## config.mk

```make
export PLATFORM = sky130hd
export DESIGN_NAME = btn_debounce
export DESIGN_NICKNAME = d
export VERILOG_FILES = /design/src/rtl/btn_debounce_pkg.sv /design/src/rtl/btn_debounce_cell.sv /design/src/rtl/btn_debounce.sv
export SDC_FILE = /design/constraint.sdc
export NUM_CORES = 1
export LEC_CHECK = 0
export CORE_MARGIN = 2
export CORE_UTILIZATION = 51
export DETAILED_ROUTE_END_ITERATION = 10
export PLACE_DENSITY = 0.76
export SLEW_MARGIN = 20
export SYNTH_ARGS = -nofsm -noshare
export SYNTH_HDL_FRONTEND = slang
export SYNTH_SLANG_ARGS = --single-unit
```

## constraint.sdc

```tcl
create_clock -name clk_i -period 2.7 [get_ports clk_i]
set_clock_uncertainty 0.1 [all_clocks]
set_input_delay 0.675 -clock clk_i [delete_from_list [all_inputs] [get_ports clk_i]]
set_output_delay 0.675 -clock clk_i [all_outputs]
set_load 0.01 [all_outputs]
```

## src/rtl/btn_debounce_pkg.sv

```systemverilog
// Shared constants for the console button debouncer: default IO offsets,
// idle pin level and stability-counter width derivation.
package btn_debounce_pkg;

  localparam logic [7:0] EVT_ADDR_DEF  = 8'h23;
  localparam logic [7:0] MASK_ADDR_DEF = 8'h24;
  localparam logic [7:0] REL_ADDR_DEF  = 8'h25;

  localparam logic [7:0] BTN_IDLE = 8'hFF;

  localparam int CNT_W = 4;

  // Four bits cover every legal STABLE_TICKS; wider only if someone stretches the range.
  function automatic int cntWidth(input int stableTicks);
    return (stableTicks <= 15) ? CNT_W : $clog2(stableTicks + 1);
  endfunction

endpackage

```

## src/rtl/btn_debounce_cell.sv

```systemverilog
// One debounce cell: accepts a new level after STABLE_TICKS consecutive
// differing samples, and flags the accepting cycle as a fall or rise.
module btn_debounce_cell
  import btn_debounce_pkg::*;
#(
  parameter int STABLE_TICKS = 8
) (
  input  logic clk_i,
  input  logic rst_i,
  input  logic tick_i,
  input  logic sample_i,
  output logic level_o,
  output logic fall_o,
  output logic rise_o
);

  localparam int CW = cntWidth(STABLE_TICKS);

  logic [CW-1:0] cnt_q, cnt_d, cntInc;
  logic          level_q, level_d;
  logic          accept;

  // Any sample agreeing with the current level restarts the stability count.
  always_comb begin
    cntInc  = cnt_q + CW'(1);
    cnt_d   = cnt_q;
    level_d = level_q;
    accept  = 1'b0;
    if (tick_i) begin
      if (sample_i == level_q) begin
        cnt_d = '0;
      end else if (cntInc == CW'(STABLE_TICKS)) begin
        accept  = 1'b1;
        level_d = sample_i;
        cnt_d   = '0;
      end else begin
        cnt_d = cntInc;
      end
    end
  end

  always_ff @(posedge clk_i or negedge rst_i) begin
    if (!rst_i) begin
      cnt_q   <= '0;
      level_q <= 1'b1;
    end else begin
      cnt_q   <= cnt_d;
      level_q <= level_d;
    end
  end

  assign level_o = level_q;
  assign fall_o  = accept & ~sample_i;
  assign rise_o  = accept & sample_i;

endmodule

```

## src/rtl/btn_debounce.sv

```systemverilog
// Console button debouncer with press-event flags, interrupt mask and intr/ack handshake.
// Define BTN_DEBOUNCE_RELEASE_EVT_EN to add release-event flags at REL_ADDR.
module btn_debounce
  import btn_debounce_pkg::*;
#(
  parameter int         WIDTH        = 8,
  parameter int         PRESCALE     = 16000,
  parameter int         PRESCALE_W   = 14,
  parameter int         STABLE_TICKS = 8,
  parameter logic [7:0] EVT_ADDR     = EVT_ADDR_DEF,
  parameter logic [7:0] MASK_ADDR    = MASK_ADDR_DEF,
  parameter logic [7:0] REL_ADDR     = REL_ADDR_DEF
) (
  input  logic             clk_i,
  input  logic             rst_i,
  input  logic [WIDTH-1:0] btn_i,
  output logic [WIDTH-1:0] btn_o,
  input  logic [7:0]       addr_i,
  input  logic             wr_i,
  input  logic             rd_i,
  input  logic [7:0]       bus_i,
  output logic [7:0]       bus_o,
  output logic             intr_o,
  input  logic             int_ack_i
);

  logic [WIDTH-1:0]      sync1_q, sync2_q;
  logic [PRESCALE_W-1:0] presc_q, presc_d;
  logic                  tick;
  logic [WIDTH-1:0]      fall, rise;
  logic [WIDTH-1:0]      evt_q, evt_d, mask_q, mask_d;
  logic [WIDTH-1:0]      wrData, ackClr;
  logic                  evtWr, maskWr;
  logic                  intr_q, intr_d;

  always_ff @(posedge clk_i or negedge rst_i) begin
    if (!rst_i) begin
      sync1_q <= BTN_IDLE[WIDTH-1:0];
      sync2_q <= BTN_IDLE[WIDTH-1:0];
    end else begin
      sync1_q <= btn_i;
      sync2_q <= sync1_q;
    end
  end

  assign tick    = (presc_q == PRESCALE_W'(PRESCALE - 1));
  assign presc_d = tick ? '0 : presc_q + PRESCALE_W'(1);

  always_ff @(posedge clk_i or negedge rst_i) begin
    if (!rst_i) presc_q <= '0;
    else        presc_q <= presc_d;
  end

  for (genvar i = 0; i < WIDTH; i++) begin : gCell
    btn_debounce_cell #(.STABLE_TICKS(STABLE_TICKS)) uCell (
      .clk_i    (clk_i),
      .rst_i    (rst_i),
      .tick_i   (tick),
      .sample_i (sync2_q[i]),
      .level_o  (btn_o[i]),
      .fall_o   (fall[i]),
      .rise_o   (rise[i])
    );
  end

  assign wrData = bus_i[WIDTH-1:0];
  assign evtWr  = wr_i && (addr_i == EVT_ADDR);
  assign maskWr = wr_i && (addr_i == MASK_ADDR);
  assign ackClr = int_ack_i ? mask_q : '0;

  // Fresh edges are ORed in after the clear so a same-cycle set always survives.
  assign evt_d  = (evt_q & ~((evtWr ? wrData : '0) | ackClr)) | fall;
  assign mask_d = maskWr ? wrData : mask_q;

`ifdef BTN_DEBOUNCE_RELEASE_EVT_EN
  logic [WIDTH-1:0] rel_q, rel_d;
  logic             relWr;

  assign relWr  = wr_i && (addr_i == REL_ADDR);
  assign rel_d  = (rel_q & ~((relWr ? wrData : '0) | ackClr)) | rise;
  assign intr_d = |((evt_q | rel_q) & mask_q);

  always_ff @(posedge clk_i or negedge rst_i) begin
    if (!rst_i) rel_q <= '0;
    else        rel_q <= rel_d;
  end
`else
  logic unusedRel;
  assign unusedRel = ^{rise, REL_ADDR};
  assign intr_d    = |(evt_q & mask_q);
`endif

  always_ff @(posedge clk_i or negedge rst_i) begin
    if (!rst_i) begin
      evt_q  <= '0;
      mask_q <= '0;
      intr_q <= 1'b0;
    end else begin
      evt_q  <= evt_d;
      mask_q <= mask_d;
      intr_q <= intr_d;
    end
  end

  assign intr_o = intr_q;

  // Unselected reads drive zero so this can be ORed straight into the io_in mux.
  always_comb begin
    bus_o = 8'h00;
    if (rd_i) begin
      if (addr_i == EVT_ADDR)       bus_o = 8'(evt_q);
      else if (addr_i == MASK_ADDR) bus_o = 8'(mask_q);
`ifdef BTN_DEBOUNCE_RELEASE_EVT_EN
      else if (addr_i == REL_ADDR)  bus_o = 8'(rel_q);
`endif
    end
  end

endmodule
```

==> impl_metrics.tcl <==
set metrics [dict create \
    max_freq_mhz 342 \
    ys.flop_type "dfrtp_1" \
    grt_max_degree 46 \
    cp_cell_sequence "buf_6 > or4b_4 > nor4bb_4 > buf_4 > a22oi_2 > nor2b_1 > buf_2" \
    cts_buffers 9 \
    antenna_found_initial 0 \
    nFillCells 652 \
    ctsHoldBuffers 0 \
    crit_path_max_fanout 5 \
    synth_cells 409 \
    maxSlewViolCount 0 \
    dpl_cell_area_um2 4870 \
    synth_nets 447 \
    timing.final.crit_share_pct 108 \
    use_met1_pct 26.6 \
    end_kind "primary output" \
    layout_common_cells "63 x dfrtp_1, 61 x nand2_1, 32 x clkdlybuf4s50_1" \
    ys_async_sr_fraction_pct 100 \
    core_um2 8180 \
    syn_area_um2 4300 \
    r2r-start "presc_q[0]" \
    globalplace.congestion 0.796 \
    grt_pass1_wl_um 14200 \
    first_iter_violations 209 \
    die_w_um 95.8 \
    placementRows 33 \
    syn2layout_area_growth_pct 17.7 \
    grt.total_usage_pct 19.8 \
    antenna_left 0 \
    portBuffers 45 \
    cp.arrival_ns 2.15 \
    first_pass_iters 6 \
    critical_path.startpoint_type "primary input" \
    clockBufferDepth 2 \
    holdCritPathClass "in -> async" \
    viasPerCell 5.68 \
    vias 3223 \
    detailed_place_hpwl_um 6000 \
    hold-worst-slack_ns 0.0954 \
    antenna_cells 0 \
    yosysSeqAreaShare_pct 51.3 \
    setup_viol 8 \
    r2r_cells 6 \
    crit_family "simple AND/OR/NAND/NOR gates" \
    setup_slack_ns -0.225 \
    syn_avg_cell_area_um2 10.5 \
    reg2reg_slack_ns 0.41 \
    cts_root_buffer "clkbuf_8" \
    wl_per_cell_um 14.9 \
    crit_cells 7 \
    crit_required_ns 1.92 \
    synth_edf_count 0 \
    max_slew_margin_pct 72.4 \
    drcViolationCount 0 \
    cts_tree "yes" \
    outcome "finished with violations" \
    drt-total-wl_um 8440 \
    yosysWarnings 0 \
    grt-ovfl-total 0 \
    htree_levels 3 \
    synthDistinctLibCells 41 \
    ir_drop_mv 0.311 \
    regToRegEndpoint "gCell[2].uCell.cnt_q[0]" \
    p_leak_nw 2.19 \
    layout.nets 495 \
    clock-sinks 87 \
    worst-path-buf-inv 3 \
    grt_pass1_vias 3103 \
    final-seq-area_um2 2210 \
    ioPinCount 46 \
    finalHoldViolations 0 \
    min_period_ns 2.92 \
    post_cts.repair.setup_buffers 0 \
    grt.busiest_layer "met2" \
    start_util_pct 52.6 \
    layout_commonest_cell "dfrtp_1" \
    use_met2_pct 31.5 \
    multiInputGateArea_um2 1990 \
    yosys_register_bits 87 \
    powerDensity_nw_per_um2 500 \
    clk_pin_slew_ns 0.09 \
    tightest_slew_ns 0.414 \
    fp.dieH_um 95.8 \
    slowest_stage "or4b_4" \
    final_layout_size_suffix_gt1_share_pct 19.9 \
    dieArea_um2 9180 \
    rsz0062_at_grt "yes" \
    clk_latency_ns 0.36 \
    met3_usage_pct 3.60 \
    finalInstanceArea_um2 5060 \
    utilization_pct 61.9 \
    violations "negative setup slack" \
    crit_type "in -> out" \
    drv_cap 0 \
    max_stage_delay_ns 0.57 \
]
[worst max-delay path by stage]
stage / start / end / slack (ns)
after floorplan: addr_i[4] / bus_o[5] / -0.15
after global placement: addr_i[4] / bus_o[6] / -1.04
after detailed placement: addr_i[4] / bus_o[6] / -1.09
after CTS: addr_i[6] / bus_o[6] / -0.26
after global routing: addr_i[6] / bus_o[2] / -0.29
final: addr_i[6] / bus_o[6] / -0.22
[flip-flops by register name (all words and copies together) (netlist names)]
| signal | count |
|---|---|
| gCell.uCell.cnt_q | 32 |
| intr_o | 1 |
| sync2_q | 8 |
| sync1_q | 8 |
| mask_q | 8 |
| presc_q | 14 |
| evt_q | 8 |
| gCell.uCell.level_o | 8 |
[final cells by class]
type / count / share of cell area, %
inverter: 9 / 0.668
multi-input combinational: 293 / 39.3
timing repair buffer: 57 / 9.89
sequential: 87 / 43.6
tap: 105 / 2.60
clock buffer: 10 / 2.52
clock inverter: 6 / 1.39
[per-layer routing]
| metal | up-vias | share of wire (%) |
|---|---|---|
| met2 | 92 | 48 |
| li1 | 1566 | - |
| met4 | 0 | 1.7 |
| met3 | 14 | 4.3 |
| met5 | - | 0 |
| met1 | 1551 | 46 |
[synth_stat cells, drive strengths merged, types with 4 or more instances]
library cell | count | share of area (%)
o31ai | 7 | 1.2
inv | 9 | 0.79
xor2 | 13 | 2.6
mux2 | 16 | 4.2
nor2 | 16 | 1.4
and3 | 9 | 1.3
a311o | 6 | 1.4
clkbuf | 6 | 0.52
nor3b | 12 | 2.1
dfrtp | 63 | 37
nor2b | 8 | 1.2
a22oi | 18 | 3.1
ha | 9 | 2.6
nand2 | 61 | 5.3
dfstp | 24 | 15
xnor2 | 19 | 3.9
nand3 | 25 | 3.0
o21ai | 25 | 3.1
nor3 | 4 | 0.47
nand4 | 11 | 1.6
buf | 14 | 2.2
o32ai | 8 | 1.6
a21oi | 7 | 0.81
[metrics by stage]
| stage | worst slack [ns] | TNS [ns] | std cells | total power, mW |
|---|---|---|---|---|
| finish | -0.225 | -1.66 | 567 | 2.53 |
| global route | -0.293 | -2.22 | 567 | 2.64 |
| CTS | -0.256 | -1.87 | 567 | 2.55 |
| detailed placement | -1.09 | -8.48 | 551 | 1.65 |
| global placement | -1.04 | -8.01 | 551 | 1.64 |
| floorplan | -0.149 | -0.434 | 409 | 1.52 |
[report_power, final]
group	internal [mW]	switching (mW)	leakage [nW]
clock network	0.432	0.471	0.0891
registers	1.38	0.0690	1.09
logic	0.0921	0.0862	1.00
[timing repair]
action / 4_1_cts / 5_1_grt
pin swaps: 3 / 1
gates resized for setup: 51 / 2
setup endpoints to repair: 8 / 8
[cells by family after synthesis]
logic type | count (synthesis) | share of synthesized area, %
AND/OR/NAND/NOR | 156 | 18.8
flip-flops | 87 | 51.3
AO/OA/AOI/OAI | 78 | 12.5
XOR/XNOR | 32 | 6.52
buffers and inverters | 29 | 3.55
multiplexers | 18 | 4.66
adder cells (fa/ha/maj) | 9 | 2.62
No activity file was read; power rests on OpenSTA's default activity.
